<file path="src/rtl/jtopl_wrarb_pkg.sv">
// Shared types and defaults for the jtopl write sequencer / arbiter.
package jtopl_wrarb_pkg;

    typedef enum logic [2:0] {
        ST_IDLE,
        ST_ADDR_WR,
        ST_ADDR_WAIT,
        ST_DATA_WR,
        ST_DATA_WAIT
    } state_t;

    localparam int ADDR_WAIT_DEF = 12;
    localparam int DATA_WAIT_DEF = 84;

    // One latched register write
    typedef struct packed {
        logic [7:0] regn;
        logic [7:0] val;
    } wr_t;

endpackage

</file>
<file path="src/rtl/jtopl_wrarb_timer.sv">
// cen-qualified down-counter. A load of 0 is taken as 1 so a wait always
// lasts at least one cen tick; the count stops at 0 instead of wrapping.
module jtopl_wrarb_timer #(
    parameter int CW = 7
) (
    input  logic          clk,
    input  logic          rst_n,
    input  logic          cen,
    input  logic          load,
    input  logic [CW-1:0] load_val,
    output logic          expire
);

    logic [CW-1:0] cnt;

    // load has priority; otherwise count down on cen, holding at zero
    always_ff @(posedge clk or negedge rst_n) begin
        if (!rst_n)
            cnt <= '0;
        else if (load)
            cnt <= (load_val == '0) ? CW'(1) : load_val;
        else if (cen && cnt != '0)
            cnt <= cnt - 1'b1;
    end

    // last tick of the wait: count at one and a cen arriving
    assign expire = cen && (cnt == CW'(1));

endmodule

</file>
<file path="src/rtl/jtopl_wrarb.sv">
// Two-port round-robin write arbiter and address/data strobe sequencer
// in front of the jtopl CPU bus. Optional macro JTOPL_WRARB_SHADOW_EN
// adds a 256x8 shadow copy of every register written.
module jtopl_wrarb
    import jtopl_wrarb_pkg::*;
#(
    parameter int ADDR_WAIT = ADDR_WAIT_DEF,
    parameter int DATA_WAIT = DATA_WAIT_DEF,
    parameter int CW        = 7
) (
    input  logic       clk,
    input  logic       rst_n,
    input  logic       cen,
    input  logic       req0_valid,
    output logic       req0_ready,
    input  logic [7:0] req0_reg,
    input  logic [7:0] req0_val,
    input  logic       req1_valid,
    output logic       req1_ready,
    input  logic [7:0] req1_reg,
    input  logic [7:0] req1_val,
    output logic       opl_cs_n,
    output logic       opl_wr_n,
    output logic       opl_addr,
    output logic [7:0] opl_din,
    output logic       busy,
    output logic       gnt_id
`ifdef JTOPL_WRARB_SHADOW_EN
    ,
    input  logic [7:0] shadow_addr,
    output logic [7:0] shadow_dout
`endif
);

    state_t        state;
    wr_t           wr_q;
    logic          grant;
    logic          idle_ok;
    logic          xfer;
    logic          busy_q;
    logic          clr_busy;
    logic          t_load;
    logic [CW-1:0] t_val;
    logic          t_exp;

    // requester 1 wins when alone or when requester 0 owned the bus last
    assign grant      = req1_valid && (!req0_valid || !gnt_id);
    assign idle_ok    = rst_n && !clr_busy && (state == ST_IDLE);
    assign req0_ready = idle_ok && !grant;
    assign req1_ready = idle_ok && grant;
    assign xfer       = (req0_valid && req0_ready) || (req1_valid && req1_ready);

    // the wait starts on the cen that ends a strobe state
    assign t_load = cen && (state == ST_ADDR_WR || state == ST_DATA_WR);
    assign t_val  = (state == ST_ADDR_WR) ? CW'(ADDR_WAIT) : CW'(DATA_WAIT);

    jtopl_wrarb_timer #(.CW(CW)) u_timer (
        .clk      (clk),
        .rst_n    (rst_n),
        .cen      (cen),
        .load     (t_load),
        .load_val (t_val),
        .expire   (t_exp)
    );

    // sequencer; pin outputs are set alongside the state they belong to
    always_ff @(posedge clk or negedge rst_n) begin
        if (!rst_n) begin
            state    <= ST_IDLE;
            wr_q     <= '0;
            gnt_id   <= 1'b1;
            busy_q   <= 1'b0;
            opl_cs_n <= 1'b1;
            opl_wr_n <= 1'b1;
            opl_addr <= 1'b0;
            opl_din  <= 8'd0;
        end else begin
            case (state)
                ST_IDLE: if (xfer) begin
                    wr_q     <= grant ? {req1_reg, req1_val} : {req0_reg, req0_val};
                    gnt_id   <= grant;
                    busy_q   <= 1'b1;
                    opl_cs_n <= 1'b0;
                    opl_wr_n <= 1'b0;
                    opl_addr <= 1'b0;
                    opl_din  <= grant ? req1_reg : req0_reg;
                    state    <= ST_ADDR_WR;
                end
                ST_ADDR_WR: if (cen) begin
                    opl_cs_n <= 1'b1;
                    opl_wr_n <= 1'b1;
                    state    <= ST_ADDR_WAIT;
                end
                ST_ADDR_WAIT: if (t_exp) begin
                    opl_cs_n <= 1'b0;
                    opl_wr_n <= 1'b0;
                    opl_addr <= 1'b1;
                    opl_din  <= wr_q.val;
                    state    <= ST_DATA_WR;
                end
                ST_DATA_WR: if (cen) begin
                    opl_cs_n <= 1'b1;
                    opl_wr_n <= 1'b1;
                    state    <= ST_DATA_WAIT;
                end
                ST_DATA_WAIT: if (t_exp) begin
                    busy_q <= 1'b0;
                    state  <= ST_IDLE;
                end
                default: state <= ST_IDLE;
            endcase
        end
    end

    assign busy = busy_q || clr_busy;

`ifdef JTOPL_WRARB_SHADOW_EN
    logic [7:0] shadow_mem [256];
    logic [8:0] clr_idx;
    logic       sh_we;

    // bit 8 of the index marks the post-reset clear as finished
    always_ff @(posedge clk or negedge rst_n) begin
        if (!rst_n)
            clr_idx <= 9'd0;
        else if (!clr_idx[8])
            clr_idx <= clr_idx + 9'd1;
    end

    assign clr_busy = !clr_idx[8];
    assign sh_we    = (state == ST_ADDR_WAIT) && t_exp;

    // shadow write on entry to the data strobe, registered read port
    always_ff @(posedge clk) begin
        if (clr_busy)
            shadow_mem[clr_idx[7:0]] <= 8'd0;
        else if (sh_we)
            shadow_mem[wr_q.regn] <= wr_q.val;
        shadow_dout <= shadow_mem[shadow_addr];
    end
`else
    assign clr_busy = 1'b0;
`endif

endmodule

</file>
<file path="config.mk">
export PLATFORM = sky130hd
export DESIGN_NAME = jtopl_wrarb
export DESIGN_NICKNAME = d
export VERILOG_FILES = /design/src/rtl/jtopl_wrarb_pkg.sv /design/src/rtl/jtopl_wrarb_timer.sv /design/src/rtl/jtopl_wrarb.sv
export SDC_FILE = /design/constraint.sdc
export NUM_CORES = 1
export LEC_CHECK = 0
export ABC_AREA = 1
export BUFFER_PORTS_ARGS = -buffer_cell sky130_fd_sc_hd__buf_2
export CELL_PAD_IN_SITES_DETAIL_PLACEMENT = 1
export CELL_PAD_IN_SITES_GLOBAL_PLACEMENT = 1
export CORE_ASPECT_RATIO = 1.25
export CORE_UTILIZATION = 33
export CTS_CLUSTER_SIZE = 28
export DETAILED_ROUTE_END_ITERATION = 12
export GPL_TIMING_DRIVEN = 0
export HOLD_SLACK_MARGIN = 0.1
export PLACE_DENSITY_LB_ADDON = 0.1
export SYNTH_ARGS = -nofsm -noshare
export SYNTH_HDL_FRONTEND = slang
export SYNTH_SLANG_ARGS = --single-unit
</file>
<file path="constraint.sdc">
create_clock -name clk -period 1.3 [get_ports clk]
set_clock_uncertainty 0.05 [all_clocks]
set_input_delay 0.065 -clock clk [delete_from_list [all_inputs] [get_ports clk]]
set_output_delay 0.065 -clock clk [all_outputs]
set_load 0.01 [all_outputs]
</file>
; ---- Word level (Yosys, flattened, before mapping)
; Index checks and enable logic that the tools add are counted.
[classes]
addsub = 1
eq_ne = 11
muxes = 23
n_reduce_logical = 28
[ops]
columns = op, n
row1 = two-way mux 8 bit, 4
row2 = two-way mux 7 bit, 4
row3 = case mux 8 bit (2 select lines), 1
row4 = two-way mux 3 bit, 5
row5 = case mux 3 bit (5 select lines), 1
row6 = "!= test 2 bit, second input constant", 5
row7 = logical AND 1 bit, 9
row8 = "equality test 7 x 1 -> 1 bit, second input constant", 1
row9 = logical NOT 7 bit, 1
row10 = nonzero test 7 bit, 1
row11 = "subtractor 7 x 1 -> 7 bit, second input constant", 1
row12 = "equality test 3 x 2 -> 1 bit, second input constant", 2
row13 = AND reduction 3 bit, 2
row14 = nonzero test 2 bit, 3
row15 = two-way mux 1 bit, 5
row16 = AND reduction 5 bit, 1
row17 = case mux 1 bit (2 select lines), 2
row18 = AND reduction 4 bit, 1
row19 = "equality test 3 x 1 -> 1 bit, second input constant", 1
row20 = "equality test 3 bit, second input constant", 1
row21 = logical NOT 1 bit, 3
row22 = logical NOT 3 bit, 1
row23 = logical OR 1 bit, 3
row24 = case mux 1 bit (3 select lines), 1
row25 = 4 further kinds, 4
[totals]
reg_bits = 30
in_bits = 37

; ---- Logic depth before layout (Yosys ltp)
; Gate-level depths: netlist of the first run.
[logic_depth]
ltp_word = 9
mapped_depth = 10
mapped_depth_nobuf = 9

; ---- By module
; From an unflattened synthesis of the first run, not the netlist that was laid out.
[unflattened]
cells_unflattened = 288
hier_area_um2 = 1941.9
[modules_own_cells]
columns = module, n_inst, cells_each, area_per_inst_um2, seq_area_each_um2
row1 = jtopl_wrarb, 1, 204, 1412.6, 578.1
row2 = jtopl_wrarb_timer, 1, 84, 529.3, 175.2

; ---- Least setup slack after synthesis of the first run
; OpenSTA, ideal clock, no wires.
[synth_timing]
path_kind = flip-flop to flip-flop
startpoint = register u_timer.cnt[1]
endpoint = register opl_addr
setup_ns = 0.117
arrival_time_ns = 1.254
setup_slack_ns = -0.121
stages_incl_launch_ff = 10
path_buffers = 0
cell_sequence = dfrtp_1 inv_1 ha_1 nand3_1 nor2_2 nor2_1 nor2_2 nand2_4 nand2_1 nand2_1
[synth_between]
elab_chain_cells = 4
[synth_lines]
columns = item, line
row1 = start: declaration, jtopl_wrarb_timer.sv:14  ; logic [CW-1:0] cnt;
row2 = start signal: assignment, jtopl_wrarb_timer.sv:21  ; cnt <= (load_val == '0) ? CW'(1) : load_val;
row3 = start signal: assignment, jtopl_wrarb_timer.sv:23  ; cnt <= cnt - 1'b1;
row4 = equality test 7 x 1 -> 1 bit, jtopl_wrarb_timer.sv:27  ; assign expire = cen && (cnt == CW'(1));
row5 = logical AND 1 bit, jtopl_wrarb_timer.sv:27
row6 = != test 2 bit (no source line), n/a
row7 = AND reduction 3 bit (no source line), n/a
row8 = end signal: assignment, jtopl_wrarb.sv:75  ; opl_addr <= 1'b0;
row9 = end signal: assignment, jtopl_wrarb.sv:85  ; opl_addr <= 1'b0;
row10 = end signal: assignment, jtopl_wrarb.sv:97  ; opl_addr <= 1'b1;
row11 = end: declaration, jtopl_wrarb.sv:24  ; output logic opl_addr,
; No other way between the ends.
; A chain may end at the register's enable or synchronous reset.

; ---- Final worst setup path of the first run
[layout_timing]
startpoint = register state[2]
endpoint = register wr_q[0] (netlist name)
[layout_between]
elab_chain_cells = 6
[layout_lines]
columns = item, line
row1 = start: declaration, jtopl_wrarb.sv:35  ; state_t state;
row2 = start signal: assignment, jtopl_wrarb.sv:69  ; state <= ST_IDLE;
row3 = start signal: assignment, jtopl_wrarb.sv:87  ; state <= ST_ADDR_WR;
row4 = start signal: assignment, jtopl_wrarb.sv:92  ; state <= ST_ADDR_WAIT;
row5 = logical NOT 3 bit (*), "jtopl_wrarb.sv:48, jtopl_wrarb.sv:78"
row6 = logical AND 1 bit, jtopl_wrarb.sv:48  ; assign idle_ok = rst_n && !clr_busy && (state == ST_IDLE);
row7 = "logical AND 1 bit, on equally long branches", "jtopl_wrarb.sv:49, jtopl_wrarb.sv:50"
row8 = logical AND 1 bit, jtopl_wrarb.sv:51  ; assign xfer = (req0_valid && req0_ready) || (req1_valid && req1_ready);
row9 = logical OR 1 bit, jtopl_wrarb.sv:51
row10 = AND reduction 2 bit (no source line) (*), n/a
row11 = end signal: assignment, jtopl_wrarb.sv:80  ; wr_q <= grant ? {req1_reg, req1_val} : {req0_reg, req0_val};
row12 = end: declaration, jtopl_wrarb.sv:36  ; wr_t wr_q;
; Every way passes the cells marked *; elsewhere a longest branch is shown, timed or not.

==> impl_metrics.json, run 1 <==
{
  "hold_viol": 28,
  "tightest_slew_ps": 502.8,
  "worstPathCellList": "nor2_4 > nand2_2 > inv_2 > nand2_4 > nor2_4 > clkinv_4 > clkbuf_16 > o21ai_2",
  "finalSetupTns_ps": -3661,
  "yosysUniqueCellTypes": 24,
  "fin_crit_ps": 1477,
  "die_x_um": 68.46,
  "cp-end-kind": "register",
  "ant_nets": 0,
  "cts_buffers": 5,
  "netlist_instances": 240,
  "setup.worst_path.start_class": "register",
  "startpoint": "state[2]$_DFFE_PN0P_",
  "critPathTopFamily": "simple AND/OR/NAND/NOR gates",
  "arrival_ps": 1640,
  "layout-drive-gt1-share_pct": 48.10,
  "ios": 52,
  "clock.fmax_mhz": 677.2,
  "setup_viol_count_final": 30,
  "ys_warn_count": 0,
  "hp-class": "primary input to asynchronous set/reset pin",
  "fin_area_mm2": 0.002909,
  "total_power_w": 0.006758,
  "drt-initial-drc-count": 89,
  "place_congestion": 0.7538,
  "crit_path_max_incr_delay_ps": 430,
  "violations": "negative hold slack, negative setup slack",
  "crit_required_ps": 1460,
  "layout_common_cells": "nand2_1 (67), buf_2 (50), dfrtp_1 (25)",
  "path_clk_slew_ps": 60,
  "num_rows": 29,
  "dp_hpwl_mm": 3.779,
  "crit_buf_inv": 3,
  "layout_commonest_cell": "nand2_1",
  "track_usage_pct": 21.60,
  "grt_pass1_vias": 2009,
  "rr_startpoint": "state[2]$_DFFE_PN0P_",
  "syn_area_per_cell_um2": 7.591,
  "powerDensity_mw_per_mm2": 2323,
  "ys_seq_area_share_pct": 41.35,
  "path_common_cell": "nor2_4",
  "grt_pass1_wl_mm": 9.121,
  "netlist_top_cells_area": "dfrtp_1 (38%), nand2_1 (17%), nand3_1 (5.5%)",
  "synth_top_area_share_pct": 38.46,
  "vdd_drop_max_mv": 1.021,
  "leakagePower_nw": 1.498,
  "synth_area_mm2": 0.001822,
  "placed_cell_area_mm2": 0.002165,
  "rsz0062_at_grt": "yes",
  "grt_max_degree": 34,
  "multi_input_area_mm2": 0.001136,
  "initial_core_util_pct": 35.11,
  "cts_buffer_depth": 2,
  "path_max_fanout": 6,
  "slew_viol_final": 0,
  "status": "finished, violations left",
  "coreArea_mm2": 0.005189,
  "cts_tree": "yes",
  "area_delta_synth_final_pct": 59.68,
  "postRouteWirelength_mm": 6.199,
  "num_antenna_cells": 0,
  "synth_top_cell_by_area": "dfrtp_1",
  "overflow": 0,
  "cts.sinks": 30,
  "drc": 0,
  "fill_cells": 631,
  "clk-insertion-delay-late_ps": 280,
  "portBuffers": 51,
  "setup_ws_ps": -176.8,
  "min_period_over_period_pct": 113.6,
  "die_y_um": 85.07,
  "avgViaCountPerCell": 4.825,
  "die_area_mm2": 0.005823,
  "ys_ff_latch": 30,
  "wl_per_cell_um": 15.31,
  "htreeDepth": 2,
  "synthesis.nets": 279,
  "whs_ps": -279.2,
  "slowest_stage": "dfrtp_2",
  "clk_root_buffer_cell": "clkbuf_8",
  "relSlewSlack_pct": 66.48,
  "regArea_um2": 757.0,
  "num-nets-final": 382,
  "drv_cap": 0,
  "antenna_found_initial": 0,
  "first_pass_iters": 4,
  "path_class": "register to register",
  "vias": 1954
}
==> Yosys cell counts <==
| cell type | count |
|---|---|
| nand4_1 | 2 |
| nor2_2 | 5 |
| nor2_8 | 1 |
| dfstp_2 | 2 |
| a21oi_1 | 2 |
| buf_4 | 2 |
| clkbuf_2 | 2 |
| inv_1 | 25 |
| dfrtp_1 | 28 |
| nand2_4 | 3 |
| o21ai_2 | 10 |
| nand2_2 | 5 |
| nand3_1 | 20 |
| nor2_1 | 16 |
| inv_2 | 2 |
| nor2_4 | 4 |
| ha_1 | 2 |
| o21ai_0 | 14 |
| nand2_1 | 82 |
| a31oi_1 | 8 |
| buf_12 | 1 |
| buf_6 | 2 |
| inv_4 | 1 |
| xor2_1 | 1 |
==> registers in the layout, indices dropped and copies added (netlist names) <==
register     cells
u_timer.cnt      7
opl_addr         1
opl_din          8
wr_q             8
opl_wr_n         1
state            3
gnt_id           1
busy             1
==> metal layers <==
layer  global-route usage [%]  vias to the layer above  part of all wire, %
li1                         -                      962                    -
met1                    21.98                      945                   40
met2                    41.35                       39                   55
met3                    5.108                        8                  3.4
met4                    6.250                        0                  1.8
met5                        0                        -                    0
==> cell families after synthesis <==
group | Yosys count | synth area share (%)
and+or+nand+nor | 138 | 35.23
buffers and inverters | 35 | 9.615
AOI/OAI and AO/OA | 34 | 11.95
DFF | 30 | 41.35
adders and majority gates | 2 | 1.373
xor gates and xnor gates | 1 | 0.4809
==> stage by stage <==
step | utilization [%] | std cells | worst slack (ps)
6_report | 56.06 | 405 | -176.8
4_1_cts | 51.31 | 394 | -171.1
5_1_grt | 56.06 | 405 | -256.9
2_1_floorplan | - | 240 | -71.22
3_3_place_gp | 41.72 | 353 | -316.7
3_5_place_dp | 41.72 | 353 | -400.6
==> power breakdown <==
| part | switching, W | internal, W | total, W |
|---|---|---|---|
| combinational | 0.00237 | 0.00186 | 0.00424 |
| sequential | 0.000382 | 0.00142 | 0.00180 |
| clock | 0.000353 | 0.000368 | 0.000721 |
| total | 0.00311 | 0.00365 | 0.00676 |
==> cell type report <==
class	count	share of cell area (%)
Multi-Input combinational cell	177	39.05
Sequential cell	30	26.02
Timing Repair Buffer	94	22.92
Inverter	28	3.785
Buffer	6	2.710
Tap cell	62	2.667
Clock buffer	7	2.624
Timing Repair inverter	1	0.2151
==> path summary, 6_finish.rpt <==
check,slack (ps),to,cells past startpoint
min reg2reg,410,opl_wr_n$_DFFE_PN1P_,2
min in group clk,100,wr_q[3]$_DFFE_PN0P_,5
max,-180,wr_q[0]$_DFFE_PN0P_,8
min,-280,u_timer.cnt[3]$_DFFE_PN0P_,1
max reg2reg,-180,wr_q[0]$_DFFE_PN0P_,8
max in group asynchronous,1100,state[1]$_DFFE_PN0P_,1
==> timing repair <==
action                                  CTS  global route
hold endpoints to repair                 38            29
setup buffers                            20             8
gates resized for setup                  37            36
hold buffers                             14             1
pin swaps                                19            19
endpoints found under the setup margin   30            32
gates cloned                              1             3
Power figures use the tool's default switching activity.
==> inputs of run 2 (changes only) <==
--- a/config.mk
+++ b/config.mk
@@ -10,6 +10,7 @@
 export CELL_PAD_IN_SITES_DETAIL_PLACEMENT = 1
 export CELL_PAD_IN_SITES_GLOBAL_PLACEMENT = 1
 export CORE_ASPECT_RATIO = 1.25
+export CORE_MARGIN = 2
 export CORE_UTILIZATION = 33
 export CTS_CLUSTER_SIZE = 28
 export DETAILED_ROUTE_END_ITERATION = 12
==> impl_metrics.json, run 2 (synthesis gave the netlist of run 1 again) <==
{
  "status": "finished, violations left",
  "violations": "negative hold slack, negative setup slack",
  "htreeDepth": 2,
  "setup_ws_ps": -195.0,
  "ios": 52,
  "die_area_mm2": 0.006135,
  "hold_viol": 28,
  "reg_top3": "opl_din: 8 flops, wr_q: 8 flops, u_timer.cnt: 7 flops",
  "clk_root_buffer_cell": "clkbuf_8",
  "num_antenna_cells": 0,
  "fin_crit_ps": 1495,
  "coreArea_mm2": 0.005368,
  "drv_cap": 0,
  "track_usage_pct": 20.07,
  "placed_cell_area_mm2": 0.002167,
  "num_rows": 30,
  "worstPathCellList": "nand2_4 > buf_4 > a21oi_2 > buf_2",
  "final_cells": 406,
  "clock.fmax_mhz": 668.9,
  "relSlewSlack_pct": 46.45,
  "cts_buffers": 5,
  "min_period_over_period_pct": 115.0,
  "arrival_ps": 1380,
  "drt-initial-drc-count": 58,
  "rr_startpoint": "u_timer.cnt[1]$_DFFE_PN0P_",
  "cts_tree": "yes",
  "die_y_um": 87.07,
  "path_max_fanout": 7,
  "setup.worst_path.start_class": "register",
  "multi_input_area_mm2": 0.001111,
  "place_inst": 355,
  "crit_path_max_incr_delay_ps": 580,
  "vias": 1945,
  "total_power_w": 0.006570,
  "leakagePower_nw": 1.502,
  "rr_worst_depth": 9,
  "tightest_slew_ps": 803.3,
  "layout-drive-gt1-share_pct": 47.95,
  "vdd_drop_max_mv": 0.7520,
  "grt_pass1_wl_mm": 9.632,
  "overflow": 0,
  "initial_core_util_pct": 33.94,
  "slowest_stage": "dfstp_2",
  "dp_hpwl_mm": 3.754,
  "grt_pass1_vias": 2119,
  "powerDensity_mw_per_mm2": 2289,
  "path_clk_slew_ps": 70,
  "area_delta_synth_final_pct": 57.55,
  "cp-end-kind": "primary output",
  "r2r-end": "u_timer.cnt[0]$_DFFE_PN0P_",
  "ant_nets": 0,
  "r2r_slack_ps": -180,
  "num-nets-final": 380,
  "wl_per_cell_um": 14.12,
  "path_class": "register to primary output",
  "fill_cells": 664,
  "cts.sinks": 30,
  "setup_viol_count_final": 30,
  "fin_area_mm2": 0.002870,
  "drc": 0,
  "layout_commonest_cell": "nand2_1",
  "die_x_um": 70.46,
  "whs_ps": -187.9,
  "place_congestion": 0.8091,
  "hp-class": "primary input to asynchronous set/reset pin",
  "regArea_um2": 757.0,
  "rsz0062_at_grt": "yes",
  "postCtsHoldBufs": 14,
  "finalSetupTns_ps": -3890,
  "antenna_found_initial": 0,
  "clk-insertion-delay-late_ps": 290,
  "slew_viol_final": 0,
  "layout_common_cells": "nand2_1 (62), buf_2 (51), dfrtp_1 (25)",
  "portBuffers": 51,
  "first_pass_iters": 4,
  "postRouteWirelength_mm": 5.734,
  "crit_required_ps": 1190,
  "cts_buffer_depth": 2,
  "grt_max_degree": 34,
  "avgViaCountPerCell": 4.791
}
==> run 2: cell types whose count changed in the layout (fill, tap and decap cells not counted), sizes merged <==
| cell | before | now |
|---|---|---|
| buf | 82 | 84 |
| clkbuf | 10 | 7 |
| clkinvlp | 0 | 1 |
| dlygate4sd3 | 15 | 14 |
==> run 2: repair_timing <==
action | in CTS | in global routing
endpoints found under the setup margin | 30 | 32
setup buffers | 13 | 13
hold endpoints to repair | 38 | 28
pin swaps | 17 | 13
resized for setup | 35 | 34
gates cloned | 3 | 1
==> run 2: worst max path at each step <==
stage / startpoint / endpoint / slack [ps] / cells after the start
final: gnt_id$_DFFE_PN1P_ / req0_ready / -200 / 4
after global routing: u_timer.cnt[1]$_DFFE_PN0P_ / opl_din[5]$_DFFE_PN0P_ / -270 / 9
after CTS: u_timer.cnt[0]$_DFFE_PN0P_ / u_timer.cnt[0]$_DFFE_PN0P_ / -260 / 8
after detailed placement: u_timer.cnt[0]$_DFFE_PN0P_ / u_timer.cnt[0]$_DFFE_PN0P_ / -330 / 8
after global placement: rst_n / opl_din[3]$_DFFE_PN0P_ / -320 / 7
after floorplan: u_timer.cnt[1]$_DFFE_PN0P_ / opl_addr$_DFFE_PN0P_ / -70 / 9
==> run 2: metrics by stage <==
step / hold slack (ps) / util, % / setup WS (ps)
4_1_cts: -162.7 / 49.44 / -264.1
6_report: -187.9 / 53.47 / -195.0
3_5_place_dp: 138.2 / 40.37 / -332.0
3_3_place_gp: 142.8 / 40.37 / -315.4
5_1_grt: -136.2 / 53.47 / -272.7
2_1_floorplan: -280.6 / - / -71.22
==> run 2: area by class of cell <==
cell class / instances / share of cell area [%]
Timing Repair inverter: 1 / 0.2616
Inverter: 28 / 3.836
Clock inverter: 1 / 0.1744
Clock buffer: 7 / 3.008
Tap cell: 64 / 2.790
Sequential cell: 30 / 26.37
Multi-Input combinational cell: 177 / 38.71
Buffer: 6 / 2.659
Timing Repair Buffer: 92 / 22.19
==> run 2: worst max-delay path, delay by kind of cell, from the launching register on <==
family | cells | cell delay (ps)
flops | 1 | 580
buf+inv | 2 | 300
compound gates | 1 | 120
simple gates | 1 | 100
==> run 2: report_power, final <==
group	switching [W]	internal [W]	total (W)	leakage [nW]
clock	0.000364	0.000427	0.000790	0.0482
combinational	0.00218	0.00173	0.00391	1.09
sequential	0.000446	0.00142	0.00187	0.367
==> run 2: layer usage <==
| layer | vias to the layer above | wire length [µm] | GRT usage, % |
|---|---|---|---|
| met5 | - | 0 | 0 |
| met4 | 0 | 81 | 7.867 |
| li1 | 962 | - | - |
| met1 | 940 | 2377 | 22.29 |
| met3 | 6 | 184 | 4.167 |
| met2 | 37 | 3091 | 37.22 |
